===== src/rtl/adder_tree_pkg.sv =====
// Shared types and defaults for the adder tree operand feeder.
// Holds the FSM state encoding and the counter width helper.
package adder_tree_pkg;
  localparam int DATA_W_DEF   = 15;
  localparam int RES_W_DEF    = 16;
  localparam int N_OPS_DEF    = 8;
  localparam int TREE_LAT_DEF = 2;

  typedef enum logic [1:0] {
    COLLECT = 2'd0,
    WAIT    = 2'd1,
    RESULT  = 2'd2
  } state_e;

  // Index width for a counter spanning 0..n-1; never narrower than 1 bit.
  function automatic int cnt_w(input int n);
    return (n < 2) ? 1 : $clog2(n);
  endfunction
endpackage


===== src/rtl/adder_tree_slot_bank.sv =====
// Write-indexed operand bank feeding the tree leaves.
// Slot k appears at leaf_ops_o[k*DATA_W +: DATA_W].
module adder_tree_slot_bank
  import adder_tree_pkg::*;
#(
  parameter int DATA_W = DATA_W_DEF,
  parameter int N_OPS  = N_OPS_DEF,
  parameter int IW     = cnt_w(N_OPS)
) (
  input  logic                    clk,
  input  logic                    rst_n,
  input  logic                    we_i,
  input  logic [IW-1:0]           widx_i,
  input  logic [DATA_W-1:0]       wdata_i,
  output logic [N_OPS*DATA_W-1:0] leaf_ops_o
);

  logic [N_OPS-1:0][DATA_W-1:0] slot_q;

  always_ff @(posedge clk or negedge rst_n) begin
    if (!rst_n) begin
      slot_q <= '0;
    end else if (we_i) begin
      for (int k = 0; k < N_OPS; k++) begin
        if (widx_i == IW'(k)) slot_q[k] <= wdata_i;
      end
    end
  end

  assign leaf_ops_o = slot_q;

endmodule


===== src/rtl/adder_tree_feeder.sv =====
// Serial-to-parallel front end for the adder tree: gathers N_OPS operands,
// waits out the tree latency, and returns the captured sum on a result stream.
module adder_tree_feeder
  import adder_tree_pkg::*;
#(
  parameter int DATA_W   = DATA_W_DEF,
  parameter int N_OPS    = N_OPS_DEF,
  parameter int TREE_LAT = TREE_LAT_DEF,
  parameter int RES_W    = RES_W_DEF
) (
  input  logic                    clk,
  input  logic                    rst_n,
  input  logic                    clr,
  input  logic                    in_valid,
  output logic                    in_ready,
  input  logic [DATA_W-1:0]       in_data,
  output logic [N_OPS*DATA_W-1:0] leaf_ops,
  input  logic [RES_W-1:0]        tree_sum,
  output logic                    out_valid,
  input  logic                    out_ready,
  output logic [RES_W-1:0]        out_sum,
  output logic                    busy
);

  localparam int CW  = cnt_w(N_OPS);
  localparam int WCW = cnt_w(TREE_LAT + 1);

  state_e           state_q, state_d;
  logic [CW-1:0]    cnt_q, cnt_d;
  logic [WCW-1:0]   wcnt_q, wcnt_d;
  logic             ov_q, ov_d;
  logic [RES_W-1:0] sum_q, sum_d;
  logic             we;

  always_ff @(posedge clk or negedge rst_n) begin
    if (!rst_n) begin
      state_q <= COLLECT;
      cnt_q   <= '0;
      wcnt_q  <= '0;
      ov_q    <= 1'b0;
      sum_q   <= '0;
    end else begin
      state_q <= state_d;
      cnt_q   <= cnt_d;
      wcnt_q  <= wcnt_d;
      ov_q    <= ov_d;
      sum_q   <= sum_d;
    end
  end

  always_comb begin
    state_d = state_q;
    cnt_d   = cnt_q;
    wcnt_d  = wcnt_q;
    ov_d    = ov_q;
    sum_d   = sum_q;
    we      = 1'b0;
    if (clr) begin
      // Abort drops any in-flight tree sum; leaf slots are left as they are.
      state_d = COLLECT;
      cnt_d   = '0;
      wcnt_d  = '0;
      ov_d    = 1'b0;
    end else begin
      case (state_q)
        COLLECT: begin
          if (in_valid) begin
            we = 1'b1;
            if (cnt_q == CW'(N_OPS - 1)) begin
              cnt_d   = '0;
              wcnt_d  = WCW'(TREE_LAT);
              state_d = WAIT;
            end else begin
              cnt_d = cnt_q + CW'(1);
            end
          end
        end
        WAIT: begin
          // Zero is seen one edge after the last decrement: TREE_LAT+1 edges total.
          if (wcnt_q == '0) begin
            sum_d   = tree_sum;
            ov_d    = 1'b1;
            state_d = RESULT;
          end else begin
            wcnt_d = wcnt_q - WCW'(1);
          end
        end
        RESULT: begin
          if (out_ready) begin
            ov_d    = 1'b0;
            state_d = COLLECT;
          end
        end
        default: state_d = COLLECT;
      endcase
    end
  end

  adder_tree_slot_bank #(
    .DATA_W (DATA_W),
    .N_OPS  (N_OPS),
    .IW     (CW)
  ) u_bank (
    .clk        (clk),
    .rst_n      (rst_n),
    .we_i       (we),
    .widx_i     (cnt_q),
    .wdata_i    (in_data),
    .leaf_ops_o (leaf_ops)
  );

  assign in_ready  = (state_q == COLLECT);
  assign out_valid = ov_q;
  assign out_sum   = sum_q;
  assign busy      = !((state_q == COLLECT) && (cnt_q == '0));

endmodule


===== config.mk =====
export PLATFORM = sky130hd
export DESIGN_NAME = adder_tree_feeder
export DESIGN_NICKNAME = d
export VERILOG_FILES = /design/src/rtl/adder_tree_pkg.sv /design/src/rtl/adder_tree_slot_bank.sv /design/src/rtl/adder_tree_feeder.sv
export SDC_FILE = /design/constraint.sdc
export NUM_CORES = 1
export LEC_CHECK = 0
export ABC_AREA = 1
export BUFFER_PORTS_ARGS = -buffer_cell sky130_fd_sc_hd__clkbuf_2
export CORE_UTILIZATION = 45
export CTS_CLUSTER_DIAMETER = 150
export DETAILED_ROUTE_END_ITERATION = 10
export GPL_TIMING_DRIVEN = 0
export PLACE_DENSITY = 0.75
export RECOVER_POWER = 25
export SETUP_SLACK_MARGIN = 0.15
export SLEW_MARGIN = 20
export SYNTH_ARGS = -nofsm -noshare
export SYNTH_HDL_FRONTEND = slang
export SYNTH_HIERARCHICAL = 1
export SYNTH_SLANG_ARGS = --single-unit
export TNS_END_PERCENT = 1

===== constraint.sdc =====
create_clock -name clk -period 1.6 [get_ports clk]
set_input_delay 0 -clock clk [delete_from_list [all_inputs] [get_ports clk]]
set_output_delay 0 -clock clk [all_outputs]
set_load 0.02 [all_outputs]

# ---- After elaboration in Yosys (flattened, before gate mapping)
# Index checks and enable logic that the tools add are counted.
dict set report word_totals {
  out_inout_bits 139
  word_cells 74
  reg_bits 144
  in_bits 36
}
dict set report op_classes {
  n_addsub 2
  eq_ne 14
  reduce_logical 22
  mux 22
  n_bitwise 1
}
# operator count
set op_table {}
lappend op_table {{2-bit 2-to-1 mux} 9}
lappend op_table {{2-bit AND reduction} 9}
lappend op_table {{3-bit equality test, second input constant} 4}
lappend op_table {{3-bit 2-to-1 mux} 4}
lappend op_table {{3-bit inequality test, second input constant} 4}
lappend op_table {{4-bit AND reduction} 2}
lappend op_table {{3-bit by 2-bit equality test with 1-bit output, second input constant} 2}
lappend op_table {{1-bit 2-to-1 mux} 6}
lappend op_table {{2-bit one-hot mux with 3 select lines} 1}
lappend op_table {{3-bit AND reduction} 2}
lappend op_table {{3-bit nonzero test} 2}
lappend op_table {{2-bit logical NOT} 2}
lappend op_table {{2-bit one-hot mux with 2 select lines} 1}
lappend op_table {{2-bit nonzero test} 2}
lappend op_table {{3-bit by 1-bit adder with 3-bit output, second input constant} 1}
lappend op_table {{3-bit by 1-bit equality test with 1-bit output, second input constant} 1}
lappend op_table {{3-bit logical NOT} 1}
lappend op_table {{3-bit by 2-bit inequality test with 1-bit output, second input constant} 1}
lappend op_table {{2-bit by 1-bit equality test with 1-bit output, second input constant} 1}
lappend op_table {{2-bit equality test, second input constant} 1}
lappend op_table {{1-bit one-hot mux with 2 select lines} 1}
lappend op_table {{2-bit by 1-bit subtractor with 2-bit output, second input constant} 1}
lappend op_table {{1-bit logical AND} 1}
lappend op_table {{1-bit logical NOT} 1}
lappend op_table {{1-bit NOT} 1}

# ---- Logic depth before layout (Yosys ltp)
# Gate-level depths: netlist of the first run.
dict set report depth {
  word_depth 5
  ltp_mapped 10
  ltp_nobuf 8
}

# ---- Cells and area by module
# Netlist of the first run, hierarchy kept.
# module seq_area_each_um2 cells_each area_each_um2 instances
set modules_own_cells {}
lappend modules_own_cells {adder_tree_slot_bank 3002.9 545 4760.8 1}
lappend modules_own_cells {adder_tree_feeder 600.6 136 1158.6 1}

# ---- Least setup slack after synthesis of the first run
# Ideal clock, no wire load.
dict set report synth_timing {
  kind {register to register}
  from {reg state_q[0]}
  to {reg u_bank.slot_q (netlist bit u_bank/leaf_ops_o[34])}
  arrival_ns 1.794
  synth_period_minus_slack_ns 1.911
  required_ns 1.483
  path_stages_with_launch 11
  setup_slack_ns -0.311
  path_cell_list {dfrtp_1 -> nor2_2 -> nand2_1 -> nor2_2 -> inv_1 -> nor2_2 -> buf_2 -> nand2_2 -> buf_2 -> nand2_1 -> nand2_1}
}
dict set report synth_between {
  elab_chain_cells 4
}
# element line
set synth_rtl {}
lappend synth_rtl {{start, declared} adder_tree_feeder.sv:28} ;# state_e state_q, state_d;
lappend synth_rtl {{start signal, assigned} adder_tree_feeder.sv:43} ;# state_q <= state_d;
lappend synth_rtl {{2-bit logical NOT} -}
lappend synth_rtl {{net in_ready} adder_tree_feeder.sv:15} ;# output logic in_ready,
lappend synth_rtl {{1-bit 2-to-1 mux} adder_tree_feeder.sv:65} ;# case (state_q)
lappend synth_rtl {{1-bit 2-to-1 mux} adder_tree_feeder.sv:58} ;# if (clr) begin
lappend synth_rtl {{net we} adder_tree_feeder.sv:33} ;# logic we;
lappend synth_rtl {{2-bit AND reduction (no line)} -}
lappend synth_rtl {{end signal, assigned by index} adder_tree_slot_bank.sv:25} ;# if (widx_i == IW'(k)) slot_q[k] <= wdata_i;
lappend synth_rtl {{end, declared} adder_tree_slot_bank.sv:18} ;# logic [N_OPS-1:0][DATA_W-1:0] slot_q;
# The timed path passes the listed nets, and every way through them passes these cells.
# A chain may end at the register's enable or synchronous reset.

# ---- Final worst setup path of the first run
dict set report layout_timing {
  from {reg state_q[0]}
  to {reg u_bank.slot_q (netlist bit u_bank/leaf_ops_o[52])}
}
dict set report layout_between {
  elab_chain_cells 4
}
# element line
set layout_rtl {}
lappend layout_rtl {{2-bit logical NOT} adder_tree_feeder.sv:65}
lappend layout_rtl {{1-bit 2-to-1 mux} adder_tree_feeder.sv:65}
lappend layout_rtl {{1-bit 2-to-1 mux} adder_tree_feeder.sv:58}
lappend layout_rtl {{net we} adder_tree_feeder.sv:33}
lappend layout_rtl {{2-bit AND reduction (no line)} -}
# The timed path passes the listed nets, and every way through them passes these cells.

==> metrics.md, run 1 <==
| Metric | Value |
|---|---|
| Status | complete, but fails checks |
| Violated checks | negative setup slack |
| Final setup fails | 1 |
| CP cell instances | nor2_4 -> nand2_2 -> nor2_4 -> inv_2 -> nor2_4 -> nand2_2 -> buf_4 -> nand2_1 -> nand2_1 |
| Most frequent cells after synthesis | nand2_1 (362), dfrtp_1 (144), nand3_1 (66) |
| Max-Cap Viols | 0 |
| Final hold vios | 0 |
| Sinks on Clock Net | 144 |
| Pwr dens | roughly 1700 nW/µm² |
| Complex-gate fraction of the synthesized area | 0.5496% |
| CTS Buf Count | 17 |
| Die X-Extent | around 120 µm |
| Total die area | approximately 14000 µm² |
| Post-route ant nets | 0 |
| Synth Flop Type | dfrtp_1 |
| VDD IR-drop max | 897.3 µV |
| Ys async rst share | between 90% and 100% |
| Top cells by area, synth | dfrtp_1 (61%), nand2_1 (23%), nand3_1 (5.6%), buf_2 (2.5%), nand2_2 (2.0%) |
| Core area | 12720 µm² |
| Area Growth Syn to Fin | 36.55% |
| Skew final | around 7.5 ps |
| Fin nets | approximately 940 |
| Clock root buffer | clkbuf_16 |
| RSZ-0062 raised after global routing | true |
| CP arrival | 1920 ps |
| IO Pins | about 180 |
| Critical path's most frequent cell | nor2_4 |
| Syn_nets | 721 |
| Initial antenna violation count | 0 |
| H-tree levels | 4 |
| Layout cells sized above 1 | a little under 30% |
| Multiplexer share of the synthesized area | 0% |
| Largest net degree at the start of global routing | slightly below 80 |
| Final worst-path cycle share | 100.8% |
| Slew HR | a little under two fifths |
| PortBufs | between 150 and 200 |
| Cell type of the slowest stage on the worst timing path | dfrtp_2 |
| Pwr Total | around 13 mW |
| Post-Syn Area | approximately 5900 µm² |
| N_diodes | 0 |
| Main combinational cell family by area after synthesis | simple AND/OR/NAND/NOR gates |
| Hpwl dp | between 10000 and 15000 µm |
| Critical setup path kind | reg -> reg |
| Tmin final | roughly 1600 ps |
| DRT iter0 DRCs | between 400 and 500 |
| Top-count cell post-synth | nand2_1 |
| Drt via density | approximately 4.9 |
| Total Wirelength | ~16000 µm |
| Row count | 41 |
| Simple-Gate Fraction of Synth Area | 32.89% |
| Mapped Cells | approximately 680 |
| Synth Area in Adders | less than 1% |
| F_max | around 620 MHz |
| WL/cell | approximately 15 µm |
| All-Layer GR Usage | 25.23% |
| First-pass GRT wire length | around 26000 µm |
| TritonRoute pass-1 iters | 5 |
| Clock transition at path regs | ~60 ps |
| Share of the synthesized area in the top cell type | between 60% and 70% |
| Post-synth EDFFs | 0 |
| Leak Pwr | ~4.6 nW |
| Setup TNS | -12.68 ps |
| Post-synthesis xor/xnor area fraction | 0% |
| Pins Over Slew Limit | 0 |
| Syn_area_per_cell | between 8 and 9 µm² |
| Worst-case clock buffer depth | 2 |
| CP Max Fanout | 10 |
| Clk Latency, worst-skew pair | around 420 ps |
| Crit end category | flip-flop |
| Final std cells w/o fill | roughly 1100 |
| YS warnings | 6 |
| Synth area leader | dfrtp_1 |
| Global route total overflow | 0 |
| Vias in the first global route | approximately 5000 |
| Worst Setup Slack, final | -12.68 ps |
| Vias | about 5300 |
| Placed insts | between 1000 and 1500 |
| #FFs+latches synth | 144 |
| TritonCTS clock tree | yes |
| Count of cell types in the netlist | 21 |
| Crit path largest cell delay | 420 ps |
| Path type of the worst min-delay path | in -> reg |
| Worst endpoint required time | about 1900 ps |
| Residual DRC count | 0 |
| Placer Congestion | about 0.8 |
| Initial core utilization | 46.53% |
| Startpoint types | flip-flop |
| Worst-Margin Slew | between 900 and 1000 ps |
| Sequential fraction of the synthesis area | about 61% |
| Die H | between 100 and 150 µm |
[timing repair]
action / CTS / global route
hold buffers: 29 / 0
pin swaps: 4 / 17
setup endpoints to repair: 124 / 133
cloned: 1 / 0
gates resized for setup: 31 / 23
hold endpoints to repair: 166 / 0
buffers inserted: 7 / 0
[critical path: cells and delay by family, from the launching register on]
family	cells	cell delay, ps
buf+inv	2	270
flops	1	420
simple gates	7	810
[flip-flops by register name, indices dropped and copies added (netlist names)]
register,flops
cnt_q,3
out_sum,16
out_valid,1
state_q,2
u_bank/leaf_ops_o,120
wcnt_q,2
[per-layer routing]
metal / vias up / part of all wire [%] / track usage (%)
li1: 2540 / - / -
met1: 2469 / 43 / 31.93
met2: 242 / 48 / 42.17
met3: 18 / 8.4 / 7.317
met4: 0 / 1.1 / 7.257
met5: - / 0 / 0
[cell families after synthesis]
kind of cell / after synthesis
compound gates: 6
fa+ha+maj: 4
buf+inv: 59
flops: 144
simple gates: 468
[placed cells by master (no fill, tap or decap), types with 4 or more instances in the layout]
| master | netlist | layout |
|---|---|---|
| nor2_4 | 3 | 9 |
| nand2_2 | 19 | 26 |
| nand3_1 | 66 | 66 |
| inv_1 | 11 | 10 |
| dlygate4sd3_1 | 0 | 29 |
| clkbuf_8 | 0 | 7 |
| dfrtp_1 | 144 | 141 |
| o21ai_1 | 4 | 4 |
| inv_2 | 7 | 7 |
| clkbuf_2 | 0 | 141 |
| buf_4 | 1 | 15 |
| buf_2 | 30 | 14 |
| nor2_1 | 8 | 7 |
| clkbuf_16 | 0 | 17 |
| nand2_1 | 362 | 351 |
| clkbuf_1 | 8 | 23 |
| buf_6 | 1 | 11 |
[worst paths after layout]
kind	startpoint	end	slack, ps	cells after the start
setup / recovery	state_q[0]$_DFFE_PN0P_	u_bank/leaf_ops_o[52]$_DFFE_PN0P_	-10	9
hold / removal	in_data[2]	u_bank/leaf_ops_o[92]$_DFFE_PN0P_	40	3
setup reg to reg	state_q[0]$_DFFE_PN0P_	u_bank/leaf_ops_o[52]$_DFFE_PN0P_	-10	9
hold reg to reg	u_bank/leaf_ops_o[72]$_DFFE_PN0P_	u_bank/leaf_ops_o[72]$_DFFE_PN0P_	470	2
max in group asynchronous	rst_n	state_q[0]$_DFFE_PN0P_	400	3
min in group asynchronous	rst_n	u_bank/leaf_ops_o[109]$_DFFE_PN0P_	310	2
[through the flow]
stage	instance area (µm²)	utilization [%]	worst slack, ps	hold slack [ps]
after global placement	6968	54.77	-1867	197.6
after global routing	8083	63.53	-114.7	45.80
after floorplan	5962	-	-65.48	-295.6
final	8083	63.53	-12.68	44.33
after detailed placement	7004	55.06	-262.8	27.90
after CTS	8039	63.19	6.574	25.59
[where the power goes]
group	internal (mW)	switching [mW]	leakage, nW	total (mW)
Combinational	1.42	2.91	2.44	4.33
Clock	2.42	1.49	0.290	3.91
Sequential	4.55	0.572	1.92	5.12
[final cells by class]
| class | instances | area [µm²] |
|---|---|---|
| fillers | 1077 | 4639 |
| flip-flops and latches | 144 | 3607 |
| multi-input cells | 478 | 2131 |
| repair buffers | 196 | 1155 |
| clock buffers | 24 | 521.8 |
| plain buffers | 41 | 296.5 |
| well taps | 172 | 215.2 |
| inverters | 18 | 80.08 |
| clock inverters | 8 | 76.32 |
Note: power is estimated with default switching activity, not from simulation.
==> run 2: changes to the inputs <==
--- a/config.mk
+++ b/config.mk
@@ -7,13 +7,14 @@
 export LEC_CHECK = 0
 export ABC_AREA = 1
 export BUFFER_PORTS_ARGS = -buffer_cell sky130_fd_sc_hd__clkbuf_2
+export CORE_ASPECT_RATIO = 0.5
 export CORE_UTILIZATION = 45
 export CTS_CLUSTER_DIAMETER = 150
 export DETAILED_ROUTE_END_ITERATION = 10
 export GPL_TIMING_DRIVEN = 0
 export PLACE_DENSITY = 0.75
-export RECOVER_POWER = 25
-export SETUP_SLACK_MARGIN = 0.15
+export RECOVER_POWER = 100
+export SETUP_SLACK_MARGIN = 0.02
 export SLEW_MARGIN = 20
 export SYNTH_ARGS = -nofsm -noshare
 export SYNTH_HDL_FRONTEND = slang
==> metrics.md, run 2 (synthesis results as in run 1) <==
| Metric | Value |
|---|---|
| Critical setup path kind | reg -> reg (unchanged) |
| Largest net degree at the start of global routing | 94 (was 78) |
| VDD IR-drop max | 1042 µV (was 897.3 µV) |
| Initial antenna violation count | 0 (unchanged) |
| Worst-Margin Slew | 1248 ps (was 929.9 ps) |
| Final hold vios | 0 (unchanged) |
| Skew final | 9.330 ps (was 7.488 ps) |
| Row count | 29 (was 41) |
| Violated checks | negative setup slack (unchanged) |
| Most frequent cells in the layout | nand2_1 (358), clkbuf_1 (142), dfrtp_1 (141) (was nand2_1 (351), dfrtp_1 (141), clkbuf_2 (141)) |
| Clock root buffer | clkbuf_16 (unchanged) |
| Fin nets | 937 (was 936) |
| Worst-case clock buffer depth | 2 (unchanged) |
| Die X-Extent | 164.2 µm (was 116.7 µm) |
| First-pass GRT wire length | 26280 µm (was 25610 µm) |
| Most common cell after layout, fill and taps aside | nand2_1 (unchanged) |
| Crit path largest cell delay | 420 ps (about the same) |
| Placed insts | 1010 (was 1012) |
| Setup TNS | -93.71 ps (was -12.68 ps) |
| Hold Slack | 50.07 ps (was 44.33 ps) |
| Sinks on Clock Net | 144 (unchanged) |
| Worst Setup Slack, final | -24.42 ps (was -12.68 ps) |
| TritonRoute pass-1 iters | 5 (unchanged) |
| Max-Cap Viols | 0 (unchanged) |
| Startpoint types | flip-flop (unchanged) |
| Global route total overflow | 0 (unchanged) |
| Fill count | 1129 (was 1077) |
| Total die area | 13650 µm² (was 13620 µm²) |
| DRT iter0 DRCs | 535 (was 416) |
| N_diodes | 0 (unchanged) |
| Crit end category | flip-flop (unchanged) |
| Path type of the worst min-delay path | in -> reg (unchanged) |
| PortBufs | 158 (unchanged) |
| IO Pins | 175 (unchanged) |
| Critical path's most frequent cell | nor2_4 (unchanged) |
| Tmin final | 1624 ps (was 1613 ps) |
| Area Growth Syn to Fin | 33.88% (was 36.55%) |
| Residual DRC count | 0 (unchanged) |
| Final std cells w/o fill | 1080 (was 1081) |
| Status | complete, but fails checks (unchanged) |
| CP Max Fanout | 10 (unchanged) |
| F_max | 615.6 MHz (was 620.1 MHz) |
| Slew HR | 16.82% (was 38.01%) |
| Final setup fails | 11 (was 1) |
| Clock transition at path regs | 60 ps (about the same) |
| Die H | 83.10 µm (was 116.7 µm) |
| Placer Congestion | 0.7739 (was 0.7789) |
| Post-route ant nets | 0 (unchanged) |
| Total Wirelength | 16630 µm (was 16370 µm) |
| Final worst-path cycle share | 101.5% (was 100.8%) |
| Clk Latency, worst-skew pair | 410 ps (was 420 ps) |
| WL/cell | 15.40 µm (was 15.15 µm) |
| Vias in the first global route | 5112 (was 4986) |
| H-tree levels | 4 (unchanged) |
| Pins Over Slew Limit | 0 (unchanged) |
| Leak Pwr | 4.231 nW (was 4.648 nW) |
| TritonCTS clock tree | yes (unchanged) |
| Drt via density | 4.966 (was 4.874) |
| CP delay by family, top | simple AND/OR/NAND/NOR gates (unchanged) |
| Number of buffer and inverter stages on the critical path | 3 (was 2) |
| Initial core utilization | 46.48% (was 46.53%) |
| R2r setup slk | -20 ps (was -10 ps) |
| Layout cells sized above 1 | 15.38% (was 29.81%) |
| Worst endpoint required time | 1900 ps (was 1910 ps) |
| All-Layer GR Usage | 25.23% (about the same) |
| RSZ-0062 raised after global routing | true (unchanged) |
| Core area | 12740 µm² (was 12720 µm²) |
| Max FFs per register | 120 (unchanged) |
| Pwr dens | 1687 nW/µm² (was 1654 nW/µm²) |
| CTS Buf Count | 17 (unchanged) |
| Vias | 5363 (was 5269) |
| Cell type of the slowest stage on the worst timing path | dfrtp_2 (unchanged) |
| CP cell instances | nor2_4 -> nand2_2 -> nor2_4 -> inv_2 -> nor2_4 -> buf_6 -> nand2_8 -> buf_8 -> nand2_1 -> nand2_1 (was nor2_4 -> nand2_2 -> nor2_4 -> inv_2 -> nor2_4 -> nand2_2 -> buf_4 -> nand2_1 -> nand2_1) |
| Hpwl dp | 10660 µm (was 10810 µm) |
| CP arrival | 1930 ps (was 1920 ps) |
[run 2: routing by layer]
metal,GRT usage [%],share of wire [%],up-vias,wire [µm]
li1,-,-,2526,-
met1,33.22,43,2592,7137
met2,41.54,49,216,8081
met3,5.544,6.7,29,1121
met4,8.081,1.7,0,288
met5,0,0,-,0
[run 2: final timing paths]
kind                                                        start                            endpoint  cells after the start
worst max-delay path                       state_q[0]$_DFFE_PN0P_   u_bank/leaf_ops_o[41]$_DFFE_PN0P_                     10
worst min-delay path                                   in_data[2]  u_bank/leaf_ops_o[107]$_DFFE_PN0P_                      3
worst max register to register             state_q[0]$_DFFE_PN0P_   u_bank/leaf_ops_o[41]$_DFFE_PN0P_                     10
worst min register to register  u_bank/leaf_ops_o[68]$_DFFE_PN0P_   u_bank/leaf_ops_o[68]$_DFFE_PN0P_                      2
max in group asynchronous                                   rst_n              state_q[1]$_DFFE_PN0P_                      3
min in group asynchronous                                   rst_n   u_bank/leaf_ops_o[79]$_DFFE_PN0P_                      2
[run 2: per-stage QoR]
| stage | setup slack, ps | power [mW] | utilization, % | cell area [µm²] |
|---|---|---|---|---|
| 3_3_place_gp | -1839 | 9.103 | 54.69 | 6965 |
| 4_1_cts | -7.698 | 13.65 | 63.45 | 8082 |
| 3_5_place_dp | -254.2 | 9.237 | 54.98 | 7002 |
| 2_1_floorplan | -65.48 | 7.711 | - | 5962 |
| 5_1_grt | -107.8 | 14.03 | 62.23 | 7925 |
| 6_report | -24.42 | 13.37 | 62.23 | 7925 |
[run 2: timing repair]
| item | CTS | global route |
|---|---|---|
| pin swaps | 4 | 4 |
| hold buffers | 33 | 0 |
| gates cloned | 0 | 0 |
| hold endpoints to repair | 198 | 0 |
| setup buffers | 5 | 0 |
| resized for setup | 29 | 22 |
| setup endpoints to repair | 105 | 98 |
[run 2: cell type report]
type,instances,area [µm²],share of cell area [%]
repair buffers,197,1010,12.74
clock inverters,13,173.9,2.195
multi-input cells,478,2087,26.33
inverters,18,80.08,1.010
plain buffers,41,301.5,3.805
clock buffers,19,452.9,5.715
well taps,170,212.7,2.684
flip-flops and latches,144,3607,45.52
[run 2: where the power goes]
part           total [mW]  internal [mW]  switching, mW
clock network        4.19           2.57           1.62
registers            5.12           4.55          0.570
logic                4.06           1.17           2.90
total                13.4           8.29           5.08
[run 2: tightest hold or removal path, stage by stage]
cell	delay, ps
clkbuf_1	240
nand2_1	140
nand2_1	40
